<file path="src/rtl/wisc_pkg.sv">
// Shared types and constants for the writeback stage: data/register widths,
// writeback source selects, FSM state encoding and the MEM/WB register layout.
package wisc_pkg;

  localparam int REG_W  = 3;
  localparam int DATA_W = 16;

  localparam logic [1:0] WB_SEL_ALU = 2'b00;
  localparam logic [1:0] WB_SEL_MEM = 2'b01;
  localparam logic [1:0] WB_SEL_PC  = 2'b10;
  localparam logic [1:0] WB_SEL_IMM = 2'b11;

  typedef enum logic [1:0] {
    ST_RUN      = 2'b00,
    ST_WAIT_MEM = 2'b01,
    ST_HALTED   = 2'b10
  } wb_state_t;

  typedef struct packed {
    logic              valid;
    logic              regwrt;
    logic [REG_W-1:0]  wrsel;
    logic [1:0]        wbsel;
    logic [DATA_W-1:0] alu;
    logic [DATA_W-1:0] mem;
    logic [DATA_W-1:0] pc;
    logic [DATA_W-1:0] imm;
  } memwb_t;

endpackage

</file>
<file path="src/rtl/wb_mux.sv">
// Pure 4:1 writeback source mux: ALU result, load data, PC+2 or immediate.
module wb_mux
  import wisc_pkg::*;
(
  input  logic [1:0]        i_sel,
  input  logic [DATA_W-1:0] i_alu,
  input  logic [DATA_W-1:0] i_mem,
  input  logic [DATA_W-1:0] i_pc,
  input  logic [DATA_W-1:0] i_imm,
  output logic [DATA_W-1:0] o_wb
);

  always_comb begin
    o_wb = i_alu;
    case (i_sel)
      WB_SEL_ALU: o_wb = i_alu;
      WB_SEL_MEM: o_wb = i_mem;
      WB_SEL_PC:  o_wb = i_pc;
      WB_SEL_IMM: o_wb = i_imm;
      default:    o_wb = i_alu;
    endcase
  end

endmodule

</file>
<file path="src/rtl/wb_stage.sv">
// Writeback stage: MEM/WB register, source select, late-load wait and HALT retirement.
// Optional macro WB_TIMEOUT_EN bounds the late-load wait to TIMEOUT_CYCLES cycles.
module wb_stage
  import wisc_pkg::*;
#(
  parameter int TIMEOUT_CYCLES = 16
) (
  input  logic              clk,
  input  logic              rst,
  input  logic              in_valid,
  input  logic              in_RegWrt,
  input  logic [REG_W-1:0]  in_WrSel,
  input  logic [1:0]        in_WBSel,
  input  logic [DATA_W-1:0] in_ALUOut,
  input  logic [DATA_W-1:0] in_MemData,
  input  logic [DATA_W-1:0] in_PCInc,
  input  logic [DATA_W-1:0] in_Imm,
  input  logic              in_mem_pending,
  input  logic              in_halt,
  input  logic              mem_done,
  input  logic [DATA_W-1:0] mem_rdata,
  output logic [DATA_W-1:0] WB,
  output logic [REG_W-1:0]  WrSel,
  output logic              RegWrt,
  output logic              wb_stall,
  output logic              halted,
  output logic              err
);

  if (TIMEOUT_CYCLES < 1) begin : g_bad_timeout
    $error("wb_stage: TIMEOUT_CYCLES must be at least 1");
  end

  wb_state_t r_state;
  wb_state_t w_state_nxt;
  memwb_t    r_pipe;
  memwb_t    w_pipe_nxt;
  logic      r_err;
  logic      w_err_nxt;
  logic      w_timeout;

`ifdef WB_TIMEOUT_EN
  localparam int CNT_W = $clog2(TIMEOUT_CYCLES) + 1;
  logic [CNT_W-1:0] r_cnt;

  // Held at zero outside WAIT_MEM, so it always starts from zero on entry.
  always_ff @(posedge clk) begin
    if (rst || r_state != ST_WAIT_MEM) r_cnt <= '0;
    else                               r_cnt <= r_cnt + 1'b1;
  end

  assign w_timeout = (r_cnt == CNT_W'(TIMEOUT_CYCLES - 1));
`else
  assign w_timeout = 1'b0;
`endif

  always_comb begin
    w_state_nxt = r_state;
    w_pipe_nxt  = r_pipe;
    w_err_nxt   = r_err;
    if (mem_done && r_state != ST_WAIT_MEM) w_err_nxt = 1'b1;
    case (r_state)
      ST_RUN: begin
        w_pipe_nxt.valid  = in_valid;
        w_pipe_nxt.regwrt = in_RegWrt;
        w_pipe_nxt.wrsel  = in_WrSel;
        w_pipe_nxt.wbsel  = in_WBSel;
        w_pipe_nxt.alu    = in_ALUOut;
        w_pipe_nxt.mem    = in_MemData;
        w_pipe_nxt.pc     = in_PCInc;
        w_pipe_nxt.imm    = in_Imm;
        // HALT wins over a pending load; the combination itself is a protocol error.
        if (in_valid && in_halt) begin
          w_state_nxt = ST_HALTED;
          if (in_mem_pending) w_err_nxt = 1'b1;
        end else if (in_valid && in_mem_pending) begin
          w_state_nxt = ST_WAIT_MEM;
        end
      end
      ST_WAIT_MEM: begin
        if (mem_done) begin
          w_pipe_nxt.mem = mem_rdata;
          w_state_nxt    = ST_RUN;
        end else if (w_timeout) begin
          w_pipe_nxt.valid = 1'b0;
          w_err_nxt        = 1'b1;
          w_state_nxt      = ST_RUN;
        end
      end
      ST_HALTED: w_state_nxt = ST_HALTED;
      default:   w_state_nxt = ST_RUN;
    endcase
  end

  always_ff @(posedge clk) begin
    if (rst) begin
      r_state <= ST_RUN;
      r_pipe  <= '0;
      r_err   <= 1'b0;
    end else begin
      r_state <= w_state_nxt;
      r_pipe  <= w_pipe_nxt;
      r_err   <= w_err_nxt;
    end
  end

  wb_mux u_wb_mux (
    .i_sel (r_pipe.wbsel),
    .i_alu (r_pipe.alu),
    .i_mem (r_pipe.mem),
    .i_pc  (r_pipe.pc),
    .i_imm (r_pipe.imm),
    .o_wb  (WB)
  );

  assign WrSel    = r_pipe.wrsel;
  assign RegWrt   = r_pipe.valid & r_pipe.regwrt & (r_state == ST_RUN);
  assign wb_stall = (r_state != ST_RUN);
  assign halted   = (r_state == ST_HALTED);
  assign err      = r_err;

endmodule

</file>
<file path="config.mk">
export PLATFORM = sky130hd
export DESIGN_NAME = wb_stage
export DESIGN_NICKNAME = d
export VERILOG_FILES = /design/src/rtl/wisc_pkg.sv /design/src/rtl/wb_mux.sv /design/src/rtl/wb_stage.sv
export SDC_FILE = /design/constraint.sdc
export NUM_CORES = 1
export LEC_CHECK = 0
export BUFFER_PORTS_ARGS = -buffer_cell sky130_fd_sc_hd__clkbuf_2
export CAP_MARGIN = 0
export CORE_MARGIN = 2
export CORE_UTILIZATION = 49
export DETAILED_ROUTE_END_ITERATION = 12
export PLACE_DENSITY_LB_ADDON = 0.05
export SYNTH_ARGS = -nofsm -noshare
export SYNTH_HDL_FRONTEND = slang
export SYNTH_SLANG_ARGS = --single-unit
</file>
<file path="constraint.sdc">
create_clock -name clk -period 1.8 [get_ports clk]
set_input_delay 0.36 -clock clk [delete_from_list [all_inputs] [get_ports clk]]
set_output_delay 0.36 -clock clk [all_outputs]
set_load 0.1 [all_outputs]
</file>
==> run metrics <==
Power Density=between 1000 and 1500 mW/mm^2; final setup skew=between 6 and 7 ps; outcome=finished with violations; fraction of synthesized cell area in xor and xnor cells=0; flip-flop and latch count after synthesis=74; crit path DAT=1640 ps; antenna diode count=0; deepest level of the CTS H-tree=3; count of unresolved DRC violations after routing=0; endpoint required time on the critical path=~1400 ps; TritonCTS clock tree=built; final hold viol count=0; # IOs=115; overall global routing resource usage=0.236; Synth top cells by count=110 x sky130_fd_sc_hd__nand2_1, 74 x sky130_fd_sc_hd__dfxtp_1, 57 x sky130_fd_sc_hd__a21oi_1; filler-free cell count of the finished design=about 540; end-of-flow core utilization=0.697; cell type with the largest total area after synthesis=sky130_fd_sc_hd__dfxtp_1; r2r worst-path depth=4; netlist area before placement=between 0.003 and 0.004 mm^2; final HPWL from detailed placement=5800 um; Tmin final=2000 ps; most frequent cell after synthesis=sky130_fd_sc_hd__nand2_1; via count of the first global-routing pass=2709; wire length of the first global-routing pass=approximately 13000 um; Placer Congestion=roughly 0.79; Synth Area in Compound Gates=0.168; worst-case headroom to the max-slew limit=0.577; instance area after placement=0.00408 mm^2; post-synthesis mux area share=0.112; synthesized area per cell=around 9.1 um^2; element type at the critical path start=flip-flop; simple-gate share of the synthesized area=0.185; routed via count=roughly 2900; Synth cell types=23; number of enable flip-flop cells after synthesis=0; number of iterations in the first detailed-routing pass=5; initial antenna violation count=0; Post-Syn Nets=446; warning count from the yosys run=0; fraction of layout instances using a drive strength above 1=0.363; largest cells by area after synthesis=sky130_fd_sc_hd__dfxtp_1 46%, sky130_fd_sc_hd__nand2_1 13%, sky130_fd_sc_hd__mux4_2 11%, sky130_fd_sc_hd__a21oi_1 8.9%, sky130_fd_sc_hd__o2bb2ai_1 4.4%; post-route cell area=0.00442 mm^2; Max FO, Critical Path=7; Inserted Clock Buffers=9; relative area change from synthesis to final layout=37.5%; adder and majority cell fraction of the synthesized area=0; standby leakage power=1.94 nW; die width=85.0 um; Max Cap Viol=0; die height=around 85 um; insertion delay of the later-clocked pin in the worst-skew pair=340 ps; multi-input logic area=between 0.0015 and 0.002 mm^2; mean routed wirelength per cell=around 15 um; placed cell count=between 500 and 600; final worst setup slack=-202 ps; Main synth FF type=sky130_fd_sc_hd__dfxtp_1; number of hold-repair buffers added at the cts stage=0; Iter 0 DRT Violations=approximately 130; total number of nets in the final design=roughly 550; Routed Antenna Nets=0; initial cell density of the core=0.507; kind of critical path=reg2out; share of Yosys cell area claimed by the top area cell type=0.461; Site Rows=29; Total Routed Length=8190 um; category of the worst setup path capture point=primary output; main combinational cell family by area after synthesis=simple AND/OR/NAND/NOR gates; highest achievable clock rate=~500 MHz; unrepaired setup endpoints after global routing=true; clock slew at the register clock pins of the worst setup and hold paths=around 80 ps; maximum buffer depth of the clock tree=2; Overflow after GRT=0; endpoints failing setup=16; clock tree root driver cell=sky130_fd_sc_hd__clkbuf_8; Placeable Area=between 0.006 and 0.007 mm^2; transition time of the tightest slew-check pin=634 ps; clock sink count=74; Filler cells=525; number of port buffers=roughly 110; share of the yosys chip area belonging to registers=0.461; class of the tightest hold or removal check=in2reg; worst hold path cell count=3; Max Slew Vio Count=0; Vias/cell=about 5.3; area of the die=0.00723 mm^2; pin count of the biggest net entering global routing=42; worst voltage drop across the vdd grid=around 0.66 mV; share of the clock period used by the worst path after layout=1.11; instance count of the mapped netlist=about 350; register cell area after layout=0.00149 mm^2; Post-synth ARST share=0; violated checks=negative setup slack
==> cells in the final DEF, fill, tap and decap left out <==
| cell type | netlist | layout |
|---|---|---|
| sky130_fd_sc_hd__buf_4 | 7 | 10 |
| sky130_fd_sc_hd__or2_1 | 1 | 1 |
| sky130_fd_sc_hd__clkbuf_8 | 0 | 10 |
| sky130_fd_sc_hd__buf_6 | 8 | 2 |
| sky130_fd_sc_hd__nand2_1 | 110 | 110 |
| sky130_fd_sc_hd__nand3_1 | 1 | 1 |
| sky130_fd_sc_hd__nor2_1 | 2 | 1 |
| sky130_fd_sc_hd__a21oi_4 | 1 | 1 |
| sky130_fd_sc_hd__o2bb2ai_1 | 16 | 16 |
| sky130_fd_sc_hd__and3_2 | 0 | 1 |
| sky130_fd_sc_hd__inv_2 | 2 | 2 |
| sky130_fd_sc_hd__clkbuf_2 | 0 | 95 |
| sky130_fd_sc_hd__dfxtp_1 | 74 | 73 |
| sky130_fd_sc_hd__nor2_4 | 1 | 2 |
| sky130_fd_sc_hd__mux4_2 | 16 | 16 |
| sky130_fd_sc_hd__a21oi_1 | 57 | 57 |
| sky130_fd_sc_hd__buf_12 | 0 | 22 |
| sky130_fd_sc_hd__nor3_1 | 3 | 3 |
| sky130_fd_sc_hd__nand2b_4 | 1 | 1 |
| sky130_fd_sc_hd__nor3b_1 | 1 | 1 |
| sky130_fd_sc_hd__nor2b_1 | 16 | 16 |
| sky130_fd_sc_hd__bufinv_16 | 0 | 5 |
| sky130_fd_sc_hd__dfxtp_4 | 0 | 1 |
| sky130_fd_sc_hd__buf_16 | 0 | 1 |
| sky130_fd_sc_hd__and4b_1 | 1 | 1 |
| sky130_fd_sc_hd__a31oi_1 | 16 | 16 |
==> flip-flops by register name, summed over array words and instances, names as in the netlist <==
register  count
WrSel         3
r_pipe       68
r_state       2
err           1
==> logic make-up after synthesis <==
family	Yosys count
flip-flops	74
buffers and inverters	36
AO/OA/AOI/OAI	90
AND/OR/NAND/NOR	138
multiplexers	16
==> cell type report <==
type / instances / share of cell area
Tap cell: 77 / 0.0218
Clock inverter: 5 / 0.0339
Timing Repair Buffer: 130 / 0.235
Multi-Input combinational cell: 244 / 0.340
Inverter: 2 / 0.00170
Clock buffer: 10 / 0.0311
Sequential cell: 74 / 0.336
==> path summary, 6_finish.rpt <==
kind / startpoint / end / slack, ps
max: r_pipe[65] / WB[10] / -200
min: in_WrSel[1] / WrSel[1] / 230
max reg2reg: r_state[0] / r_pipe[40] / 400
min reg2reg: WrSel[0] / WrSel[0] / 460
==> routing by layer <==
| layer | track usage | vias up | part of all wire |
|---|---|---|---|
| li1 | - | 1430 | - |
| met1 | 0.316 | 1307 | 0.44 |
| met2 | 0.374 | 111 | 0.48 |
| met3 | 0.0535 | 10 | 0.065 |
| met4 | 0.0895 | 0 | 0.013 |
| met5 | 0 | - | 0 |
==> metrics by stage <==
step	TNS (ps)	total power, mW	hold WS, ps	setup slack, ps
2_1_floorplan	0	2.67	427	19.1
3_3_place_gp	0	3.06	439	164
3_5_place_dp	0	3.08	446	133
4_1_cts	-2930	4.92	221	-211
5_1_grt	-3480	5.07	224	-247
6_report	-2690	4.89	229	-202
==> worst max-delay path, cell delays in order, from the launching register on <==
cell and delay [ps]:
sky130_fd_sc_hd__dfxtp_4 410, sky130_fd_sc_hd__buf_12 150, sky130_fd_sc_hd__mux4_2 550, sky130_fd_sc_hd__buf_12 190
==> where the power goes <==
group	switching [mW]	internal [mW]	total, mW
sequential	0.0810	1.77	1.85
clock	0.595	1.23	1.83
combinational	0.743	0.476	1.22
==> timing repair <==
action                                 CTS  global route
buffers inserted                         1             1
cloned                                   1             0
endpoints found under the hold margin    0             0
gates resized for setup                  5             0
setup endpoints to repair               16            16
No activity file was read; power rests on OpenSTA's default activity.
